<file path="src/rtl/spi_baud_gen_if.sv">
// Control/status bundle between the SPI master FSM and the SCK baud engine.
interface spi_baud_gen_if;
  logic       enable_in;
  logic       start_in;
  logic       cpol_in;
  logic       cpha_in;
  logic [2:0] sppr_in;
  logic [2:0] spr_in;
  logic       sck_out;
  logic       shift_out;
  logic       sample_out;
  logic [3:0] edge_cnt_out;
  logic       busy_out;
  logic       done_out;

  modport master (
    output enable_in, start_in, cpol_in, cpha_in, sppr_in, spr_in,
    input  sck_out, shift_out, sample_out, edge_cnt_out, busy_out, done_out
  );

  modport slave (
    input  enable_in, start_in, cpol_in, cpha_in, sppr_in, spr_in,
    output sck_out, shift_out, sample_out, edge_cnt_out, busy_out, done_out
  );
endinterface

</file>
<file path="src/rtl/spi_baud_gen.sv">
// SPI SCK timing engine: divides clk_in by (SPPR+1)<<SPR, emits 16 SCK edges with shift/sample strobes.
// Optional SPI_BAUD_GUARD_EN adds LEAD/TRAIL guard half-periods around the SCK burst.
module spi_baud_gen #(
  parameter int unsigned DIV_W = 11,
  parameter int unsigned EDGES = 16
) (
  input  logic          clk_in,
  input  logic          rst_in,
  spi_baud_gen_if.slave bus
);

`ifdef SPI_BAUD_GUARD_EN
  typedef enum logic [2:0] {S_IDLE, S_LEAD, S_RUN, S_TRAIL, S_DONE} state_e;
`else
  typedef enum logic [1:0] {S_IDLE, S_RUN, S_DONE} state_e;
`endif

  state_e           state_q, state_d;
  logic [DIV_W-1:0] cnt_q, cnt_d;
  logic [DIV_W-1:0] hm1_q, hm1_d;
  logic [3:0]       edge_q, edge_d;
  logic             cpol_q, cpol_d;
  logic             cpha_q, cpha_d;
  logic             sck_q, sck_d;
  logic             shift_q, shift_d;
  logic             sample_q, sample_d;
  logic             busy_q, busy_d;
  logic             done_q, done_d;
  logic             tick;
  logic             last_edge;

  function automatic logic [DIV_W-1:0] half_m1(input logic [2:0] sppr, input logic [2:0] spr);
    logic [DIV_W-1:0] h;
    h = DIV_W'(sppr) + DIV_W'(1);
    h = h << spr;
    return h - DIV_W'(1);
  endfunction

  assign tick      = (cnt_q == '0);
  assign last_edge = (edge_q == 4'(EDGES - 1));

  always_comb begin
    state_d  = state_q;
    cnt_d    = cnt_q;
    hm1_d    = hm1_q;
    edge_d   = edge_q;
    cpol_d   = cpol_q;
    cpha_d   = cpha_q;
    sck_d    = sck_q;
    shift_d  = 1'b0;
    sample_d = 1'b0;

    case (state_q)
      S_IDLE: begin
        sck_d  = bus.cpol_in;
        cnt_d  = '0;
        edge_d = '0;
        if (bus.start_in && bus.enable_in) begin
          cpol_d  = bus.cpol_in;
          cpha_d  = bus.cpha_in;
          hm1_d   = half_m1(bus.sppr_in, bus.spr_in);
          cnt_d   = half_m1(bus.sppr_in, bus.spr_in);
          // CPHA=0 launches the first MOSI bit before any SCK edge
          shift_d = ~bus.cpha_in;
`ifdef SPI_BAUD_GUARD_EN
          state_d = S_LEAD;
`else
          state_d = S_RUN;
`endif
        end
      end

`ifdef SPI_BAUD_GUARD_EN
      S_LEAD: begin
        if (tick) begin
          cnt_d   = hm1_q;
          state_d = S_RUN;
        end else begin
          cnt_d = cnt_q - DIV_W'(1);
        end
      end
`endif

      S_RUN: begin
        if (tick) begin
          cnt_d  = hm1_q;
          sck_d  = ~sck_q;
          edge_d = edge_q + 4'd1;
          // edge_q holds completed edges, so edge number k is odd when edge_q is even
          if (!cpha_q) begin
            sample_d = ~edge_q[0];
            shift_d  = edge_q[0] & ~last_edge;
          end else begin
            shift_d  = ~edge_q[0];
            sample_d = edge_q[0];
          end
          if (last_edge) begin
`ifdef SPI_BAUD_GUARD_EN
            state_d = S_TRAIL;
            cnt_d   = hm1_q;
`else
            state_d = S_DONE;
            cnt_d   = '0;
`endif
          end
        end else begin
          cnt_d = cnt_q - DIV_W'(1);
        end
      end

`ifdef SPI_BAUD_GUARD_EN
      S_TRAIL: begin
        if (tick) begin
          cnt_d   = '0;
          state_d = S_DONE;
        end else begin
          cnt_d = cnt_q - DIV_W'(1);
        end
      end
`endif

      S_DONE: begin
        sck_d   = cpol_q;
        cnt_d   = '0;
        edge_d  = '0;
        state_d = S_IDLE;
      end

      default: begin
        state_d = S_IDLE;
        cnt_d   = '0;
        edge_d  = '0;
        sck_d   = bus.cpol_in;
      end
    endcase

    // SPE low cancels the transfer from any active state without a done pulse
    if (!bus.enable_in && (state_q != S_IDLE)) begin
      state_d  = S_IDLE;
      cnt_d    = '0;
      edge_d   = '0;
      sck_d    = bus.cpol_in;
      shift_d  = 1'b0;
      sample_d = 1'b0;
    end

    busy_d = (state_d != S_IDLE);
    done_d = (state_d == S_DONE);
  end

  always_ff @(posedge clk_in or posedge rst_in) begin
    if (rst_in) begin
      state_q  <= S_IDLE;
      cnt_q    <= '0;
      hm1_q    <= '0;
      edge_q   <= '0;
      cpol_q   <= 1'b0;
      cpha_q   <= 1'b0;
      sck_q    <= 1'b0;
      shift_q  <= 1'b0;
      sample_q <= 1'b0;
      busy_q   <= 1'b0;
      done_q   <= 1'b0;
    end else begin
      state_q  <= state_d;
      cnt_q    <= cnt_d;
      hm1_q    <= hm1_d;
      edge_q   <= edge_d;
      cpol_q   <= cpol_d;
      cpha_q   <= cpha_d;
      sck_q    <= sck_d;
      shift_q  <= shift_d;
      sample_q <= sample_d;
      busy_q   <= busy_d;
      done_q   <= done_d;
    end
  end

  assign bus.sck_out      = sck_q;
  assign bus.shift_out    = shift_q;
  assign bus.sample_out   = sample_q;
  assign bus.edge_cnt_out = edge_q;
  assign bus.busy_out     = busy_q;
  assign bus.done_out     = done_q;

endmodule

</file>
<file path="src/flat_wrapper.sv">
// flat-port wrapper written by rule: the top's interface ports become plain ports
module spi_baud_gen_flat 
#(
  parameter int unsigned DIV_W = 11,
  parameter int unsigned EDGES = 16
)
  (clk_in, rst_in, bus_enable_in, bus_start_in, bus_cpol_in, bus_cpha_in, bus_sppr_in, bus_spr_in, bus_sck_out, bus_shift_out, bus_sample_out, bus_edge_cnt_out, bus_busy_out, bus_done_out);
  spi_baud_gen_if bus_i ();
  input  logic clk_in;
  input  logic rst_in;
  input wire logic [$bits(bus_i.enable_in)-1:0] bus_enable_in;
  input wire logic [$bits(bus_i.start_in)-1:0] bus_start_in;
  input wire logic [$bits(bus_i.cpol_in)-1:0] bus_cpol_in;
  input wire logic [$bits(bus_i.cpha_in)-1:0] bus_cpha_in;
  input wire logic [$bits(bus_i.sppr_in)-1:0] bus_sppr_in;
  input wire logic [$bits(bus_i.spr_in)-1:0] bus_spr_in;
  output wire logic [$bits(bus_i.sck_out)-1:0] bus_sck_out;
  output wire logic [$bits(bus_i.shift_out)-1:0] bus_shift_out;
  output wire logic [$bits(bus_i.sample_out)-1:0] bus_sample_out;
  output wire logic [$bits(bus_i.edge_cnt_out)-1:0] bus_edge_cnt_out;
  output wire logic [$bits(bus_i.busy_out)-1:0] bus_busy_out;
  output wire logic [$bits(bus_i.done_out)-1:0] bus_done_out;
  assign bus_i.enable_in = bus_enable_in;
  assign bus_i.start_in = bus_start_in;
  assign bus_i.cpol_in = bus_cpol_in;
  assign bus_i.cpha_in = bus_cpha_in;
  assign bus_i.sppr_in = bus_sppr_in;
  assign bus_i.spr_in = bus_spr_in;
  assign bus_sck_out = bus_i.sck_out;
  assign bus_shift_out = bus_i.shift_out;
  assign bus_sample_out = bus_i.sample_out;
  assign bus_edge_cnt_out = bus_i.edge_cnt_out;
  assign bus_busy_out = bus_i.busy_out;
  assign bus_done_out = bus_i.done_out;
  spi_baud_gen #(.DIV_W(DIV_W), .EDGES(EDGES)) u_core (.clk_in(clk_in), .rst_in(rst_in), .bus(bus_i));
endmodule
</file>
<file path="config.mk">
export PLATFORM = sky130hd
export DESIGN_NAME = spi_baud_gen_flat
export DESIGN_NICKNAME = d
export VERILOG_FILES = /design/src/rtl/spi_baud_gen_if.sv /design/src/rtl/spi_baud_gen.sv /design/src/flat_wrapper.sv
export SDC_FILE = /design/constraint.sdc
export NUM_CORES = 1
export LEC_CHECK = 0
export ABC_AREA = 1
export CORE_ASPECT_RATIO = 0.75
export CORE_MARGIN = 2
export CORE_UTILIZATION = 55
export CTS_BUF_LIST = sky130_fd_sc_hd__clkbuf_16
export CTS_CLUSTER_SIZE = 28
export DETAILED_ROUTE_END_ITERATION = 6
export PLACE_DENSITY = 0.81
export SYNTH_ARGS = -nofsm -noshare
export SYNTH_HDL_FRONTEND = slang
export SYNTH_SLANG_ARGS = --single-unit
</file>
<file path="constraint.sdc">
create_clock -name clk_in -period 5.34 [get_ports clk_in]
set_input_delay 1.068 -clock clk_in [delete_from_list [all_inputs] [get_ports clk_in]]
set_output_delay 1.068 -clock clk_in [all_outputs]
set_load 0.05 [all_outputs]
</file>
=== After elaboration in Yosys (flattened, before gate mapping) ===
Index checks and enable logic that the tools add are counted.

* Register bits after elaboration: 35
* Bits in latches: 0
* Memory bits (writable): 0
* Bits in read-only memories: 0
* Bits of input ports: 12
* Logic and storage cells: 59
* Memories kept: 0

* $add $sub $neg: 4
* $mul: 0
* Divide/modulo/power cells: 0
* Order comparisons: 0
* Equal/unequal tests: 5
* Shift-type cells: 1
* Mux-type cells: 25
* Bitwise operators: 5
* Reductions and logical operators: 8

{| class="wikitable"
|+ Operators by type and width
! kind !! count
|-
| 11-bit 2-to-1 mux || 4
|-
| 11-bit one-hot mux with 2 select lines || 1
|-
| 11-bit by 1-bit subtractor with 11-bit output, second input constant || 2
|-
| 4-bit 2-to-1 mux || 3
|-
| 11-bit logical NOT || 1
|-
| 11-bit by 3-bit << shifter with 11-bit output || 1
|-
| 1-bit 2-to-1 mux || 10
|-
| 2-bit 2-to-1 mux || 4
|-
| 3-bit by 1-bit adder with 4-bit output, second input constant || 1
|-
| 4-bit by 1-bit adder with 4-bit output, second input constant || 1
|-
| 2-bit == test, second input constant || 2
|-
| 4-bit == test, second input constant || 1
|-
| 1-bit NOT || 4
|-
| 1-bit one-hot mux with 2 select lines || 2
|-
| 2-bit one-hot mux with 2 select lines || 1
|-
| 2-bit nonzero test || 2
|-
| 3-bit by 1-bit inequality test with 1-bit output, second input constant || 1
|-
| 2-bit by 1-bit == test with 1-bit output, second input constant || 1
|-
| 1-bit logical AND || 2
|-
| 2-bit logical NOT || 1
|-
| 2-bit AND reduction || 1
|-
| 1-bit AND || 1
|-
| 1-bit logical NOT || 1
|}

=== Logic depth before layout (Yosys ltp) ===
* Depth in word-level cells: 7
* Depth in mapped cells: 14

=== Least setup slack after synthesis ===
OpenSTA, ideal clock, no wires.

* Kind: input to register
* Start: input port bus_sppr_in[0]
* End: register u_core.cnt_q[8]
* Library setup time: 79 ps
* Data arrival time: 2,457 ps
* Data required time: 5,261 ps
* Slack: 2,804 ps
* Cell stages on the path: 11
* Path buffers: 0
* Path through: ha_1 > o21ai_2 > nor2_1 > nand2_1 > ha_1 > nand3_2 > nor2_4 > nand2_1 > nand2_1 > nand3_1 > a21oi_1

* Longest elaborated chain between the ends: 6

{| class="wikitable"
|+ RTL lines
! item !! line !! source
|-
| start: declaration || flat_wrapper.sv:15 || <nowiki>input wire logic [$bits(bus_i.sppr_in)-1:0] bus_sppr_in;</nowiki>
|-
| 3-bit by 1-bit adder with 4-bit output || spi_baud_gen.sv:34 || <nowiki>h = DIV_W'(sppr) + DIV_W'(1);</nowiki>
|-
| 11-bit by 3-bit << shifter with 11-bit output || spi_baud_gen.sv:35 || <nowiki>h = h << spr;</nowiki>
|-
| 11-bit by 1-bit subtractor with 11-bit output || spi_baud_gen.sv:36 || <nowiki>return h - DIV_W'(1);</nowiki>
|-
| 11-bit 2-to-1 mux || spi_baud_gen.sv:58 || <nowiki>if (bus.start_in && bus.enable_in) begin</nowiki>
|-
| 11-bit one-hot mux with 2 select lines || spi_baud_gen.sv:53 || <nowiki>case (state_q)</nowiki>
|-
| 11-bit 2-to-1 mux || spi_baud_gen.sv:138 || <nowiki>if (!bus.enable_in && (state_q != S_IDLE)) begin</nowiki>
|-
| net u_core.cnt_d[8] || spi_baud_gen.sv:19 || <nowiki>logic [DIV_W-1:0] cnt_q, cnt_d;</nowiki>
|-
| end signal: assignment || spi_baud_gen.sv:166 || <nowiki>cnt_q <= cnt_d;</nowiki>
|-
| end: declaration || spi_baud_gen.sv:19 ||
|}

The timed path passes the listed nets, and every way through them passes these cells.
A chain may end at the register's enable or synchronous reset.

=== Final worst setup path ===
* Start: input port bus_sppr_in[0]
* End: register u_core.cnt_q[6]

Same word-level chain as after synthesis.

==> impl_metrics.env <==
export IMPL_syn_inst=310
export IMPL_synthXorXnorAreaFrac_pct=3.37
export IMPL_die_area_sq_um=4790
export IMPL_ys_ff_latch=35
export IMPL_synth_top_family_by_area="simple AND/OR/NAND/NOR gates"
export IMPL_skew_ns=0.00457
export IMPL_arrival_ns=3.28
export IMPL_crit_path_start_kind="primary input"
export IMPL_ff_latch_area_sq_um=876
export IMPL_final_max_slew_viol_count=0
export IMPL_cts_root_buf="clkbuf_16"
export IMPL_routed_wl_um=5550
export IMPL_multiInputGateArea_sq_um=1260
export IMPL_status="finished clean"
export IMPL_die_y_um=60.5
export IMPL_grt_usage_pct=24.9
export IMPL_cpPeakStageDelay_ns=0.49
export IMPL_hold_viol=0
export IMPL_nFillCells=351
export IMPL_grt_pass1_vias=1933
export IMPL_criticalPathCategory="in -> reg"
export IMPL_wire_per_inst_um=14.3
export IMPL_p_leak_nw=1.33
export IMPL_power_mw=1.29
export IMPL_yosys_warnings=0
export IMPL_clkTransAtPathRegs_ns=0.05
export IMPL_cpMostUsedCell="nor2_1"
export IMPL_max_clock_freq_ghz=0.323
export IMPL_place_gp_congestion=0.902
export IMPL_synth_edf_count=0
export IMPL_yosys_area_share_adder_pct=3.75
export IMPL_synth_mux_area_share_pct=0
export IMPL_viasPerCell=5.38
export IMPL_vdd_drop_max_mv=0.347
export IMPL_finalCritPeriodShare_pct=57.9
export IMPL_initial_core_util_pct=57.3
export IMPL_slew_limit_headroom_pct=37.8
export IMPL_clockBufferDepth=2
export IMPL_numPortBuffers=20
export IMPL_maxCapViolCount=0
export IMPL_cts_hold_buf=0
export IMPL_setup_violations=0
export IMPL_min_path_type="reg -> reg"
export IMPL_timing_critical_path_buf_inv=1
export IMPL_area_growth_pct=16.4
export IMPL_grt_remaining_overflow=0
export IMPL_drc=0
export IMPL_synth_top_area_share_pct=37.5
export IMPL_first_iter_violations=182
export IMPL_synth_compound_area_share_pct=11.0
export IMPL_syn_num_nets=329
export IMPL_fin_tns_setup_ns=0
export IMPL_cp_required_ns=5.53
export IMPL_drtPass1Iterations=5
export IMPL_fp_row_count=20
export IMPL_fin_area_sq_um=2720
export IMPL_grt_pass1_wl_um=9100
export IMPL_cp_cell_sequence="clkdlybuf4s50_1 > ha_1 > o21ai_2 > nor2_1 > nand2_1 > ha_1 > nand3_2 > nor2_4 > nor2_1 > nor2_1 > nand2_1 > a21oi_1"
export IMPL_layout_setup_ws_ns=2.25
export IMPL_rsz0062_at_grt="false"
export IMPL_synth_simple_area_share_pct=35.7
export IMPL_async_flop_share_pct=100
export IMPL_crit_family="simple AND/OR/NAND/NOR gates"
export IMPL_grt_max_degree=36
export IMPL_cts_buffers=5
export IMPL_cts_tree="built"
export IMPL_yosysTopAreaCell="dfrtp_1"
export IMPL_netlist_top_cells_area="dfrtp_1, nand2_1, inv_1"
export IMPL_io_pins=21
export IMPL_finalNetCount=352
export IMPL_fp_dieW_um=79.3
export IMPL_cts_setup_buffers=0
export IMPL_worst_pin_slew_ns=0.929
export IMPL_end_kind="flip-flop"
export IMPL_grt_antenna_before_repair=0
export IMPL_htreeDepth=2
export IMPL_ys_flop_type="dfrtp_1"
export IMPL_hpwl_um=3950
export IMPL_power_density_nw_per_um2=474
export IMPL_num_antenna_cells=0
export IMPL_ctsResizeCount=0
export IMPL_dpl_worst_slack_ns=2.06
export IMPL_ant_nets=0
export IMPL_core_area_sq_um=4080
export IMPL_cpMaxStageDelayCell="clkdlybuf4s50_1"
export IMPL_fin_crit_ns=3.09
export IMPL_place_area_sq_um=2590
export IMPL_syn_area_per_cell_sq_um=7.54
export IMPL_crit_fanout=5
export IMPL_synth_area_sq_um=2340
export IMPL_synth_seq_area_share_pct=37.5
export IMPL_synth_most_common_cell="nand2_1"
export IMPL_clock_sinks=35
export IMPL_drive_above_1_share_pct=14.5
export IMPL_clk_latency_ns=0.28
export IMPL_synth_common_cells="nand2_1, dfrtp_1, inv_1"
export IMPL_vias=2083
export IMPL_synth_cell_types=38
-- sequential cells by signal, indices dropped and copies added (netlist names) --
signal,flops
u_core.cnt_q,11
u_core.state_q,2
u_core.bus.busy_out,1
u_core.bus.shift_out,1
u_core.cpol_q,1
u_core.bus.done_out,1
u_core.bus.sample_out,1
u_core.hm1_q,11
u_core.bus.edge_cnt_out,4
u_core.cpha_q,1
u_core.bus.sck_out,1
-- layout make-up --
type / count / share of cell area, %
clock inverters: 1 / 0.138
multi-input cells: 226 / 46.2
inverters: 43 / 6.43
repair buffers: 22 / 7.90
clock buffers: 5 / 4.60
flip-flops and latches: 35 / 32.2
well taps: 55 / 2.53
-- final timing paths --
| check | startpoint | end | slack [ns] | cells past startpoint |
|---|---|---|---|---|
| max | bus_sppr_in[0] | u_core.cnt_q[6]$_DFF_PP0_ | 2.25 | 12 |
| min | u_core.hm1_q[7]$_DFFE_PP0P_ | u_core.hm1_q[7]$_DFFE_PP0P_ | 0.48 | 2 |
| max reg2reg | u_core.state_q[0]$_DFF_PP0_ | u_core.cnt_q[1]$_DFF_PP0_ | 2.88 | 7 |
| min reg2reg | u_core.hm1_q[7]$_DFFE_PP0P_ | u_core.hm1_q[7]$_DFFE_PP0P_ | 0.48 | 2 |
| max in group asynchronous | rst_in | u_core.hm1_q[7]$_DFFE_PP0P_ | 3.83 | 3 |
| min in group asynchronous | rst_in | u_core.bus.busy_out$_DFF_PP0_ | 1.18 | 3 |
-- worst reg2reg max path, cell delays in order, from the launching register on --
cell and delay (ns):
dfrtp_1 0.42, inv_1 0.11, ha_1 0.18, inv_1 0.07, nor2_1 0.72, inv_2 0.35
or2_2 0.40, a21oi_1 0.15
-- logic make-up after synthesis --
kind of cell	Yosys count
simple gates	166
buf+inv	49
compound gates	44
flops	35
xor+xnor	9
fa+ha+maj	7
-- per-layer routing --
layer	up-vias	track usage, %	routed length (um)
li1	1044	-	-
met1	965	37.0	2820
met2	65	38.1	2330
met3	9	4.91	331
met4	0	6.16	63
met5	-	0	0
-- power breakdown --
part / leakage [nW] / switching (mW) / total, mW / internal [mW]
logic: 0.803 / 0.402 / 0.619 / 0.217
clock network: 0.0669 / 0.0999 / 0.265 / 0.165
registers: 0.456 / 0.0590 / 0.407 / 0.348
total: 1.33 / 0.561 / 1.29 / 0.731
-- per-stage QoR --
stage,hold slack (ns),cells,utilization (%)
2_1_floorplan,0.442,310,-
3_3_place_gp,0.463,381,63.6
3_5_place_dp,0.467,381,63.6
4_1_cts,0.484,387,66.7
5_1_grt,0.505,387,66.7
6_report,0.477,387,66.7
-- cell usage in the layout (no fill, tap or decap), drive strengths merged --
| master | count |
|---|---|
| bufinv | 1 |
| clkdlybuf4s50 | 20 |
| inv | 43 |
| nor4 | 1 |
| a31oi | 2 |
| nand2 | 92 |
| clkbuf | 5 |
| xor2 | 6 |
| nor3 | 5 |
| nand3b | 1 |
| a22oi | 1 |
| o21ai | 16 |
| buf | 2 |
| nor2 | 29 |
| xnor2 | 3 |
| nand3 | 28 |
| dfrtp | 35 |
| a311o | 1 |
| or2 | 3 |
| o21bai | 1 |
| ha | 7 |
| o22ai | 2 |
| nand4 | 7 |
| o211ai | 3 |
| a21oi | 18 |
Note: power is estimated with default switching activity, not from simulation.
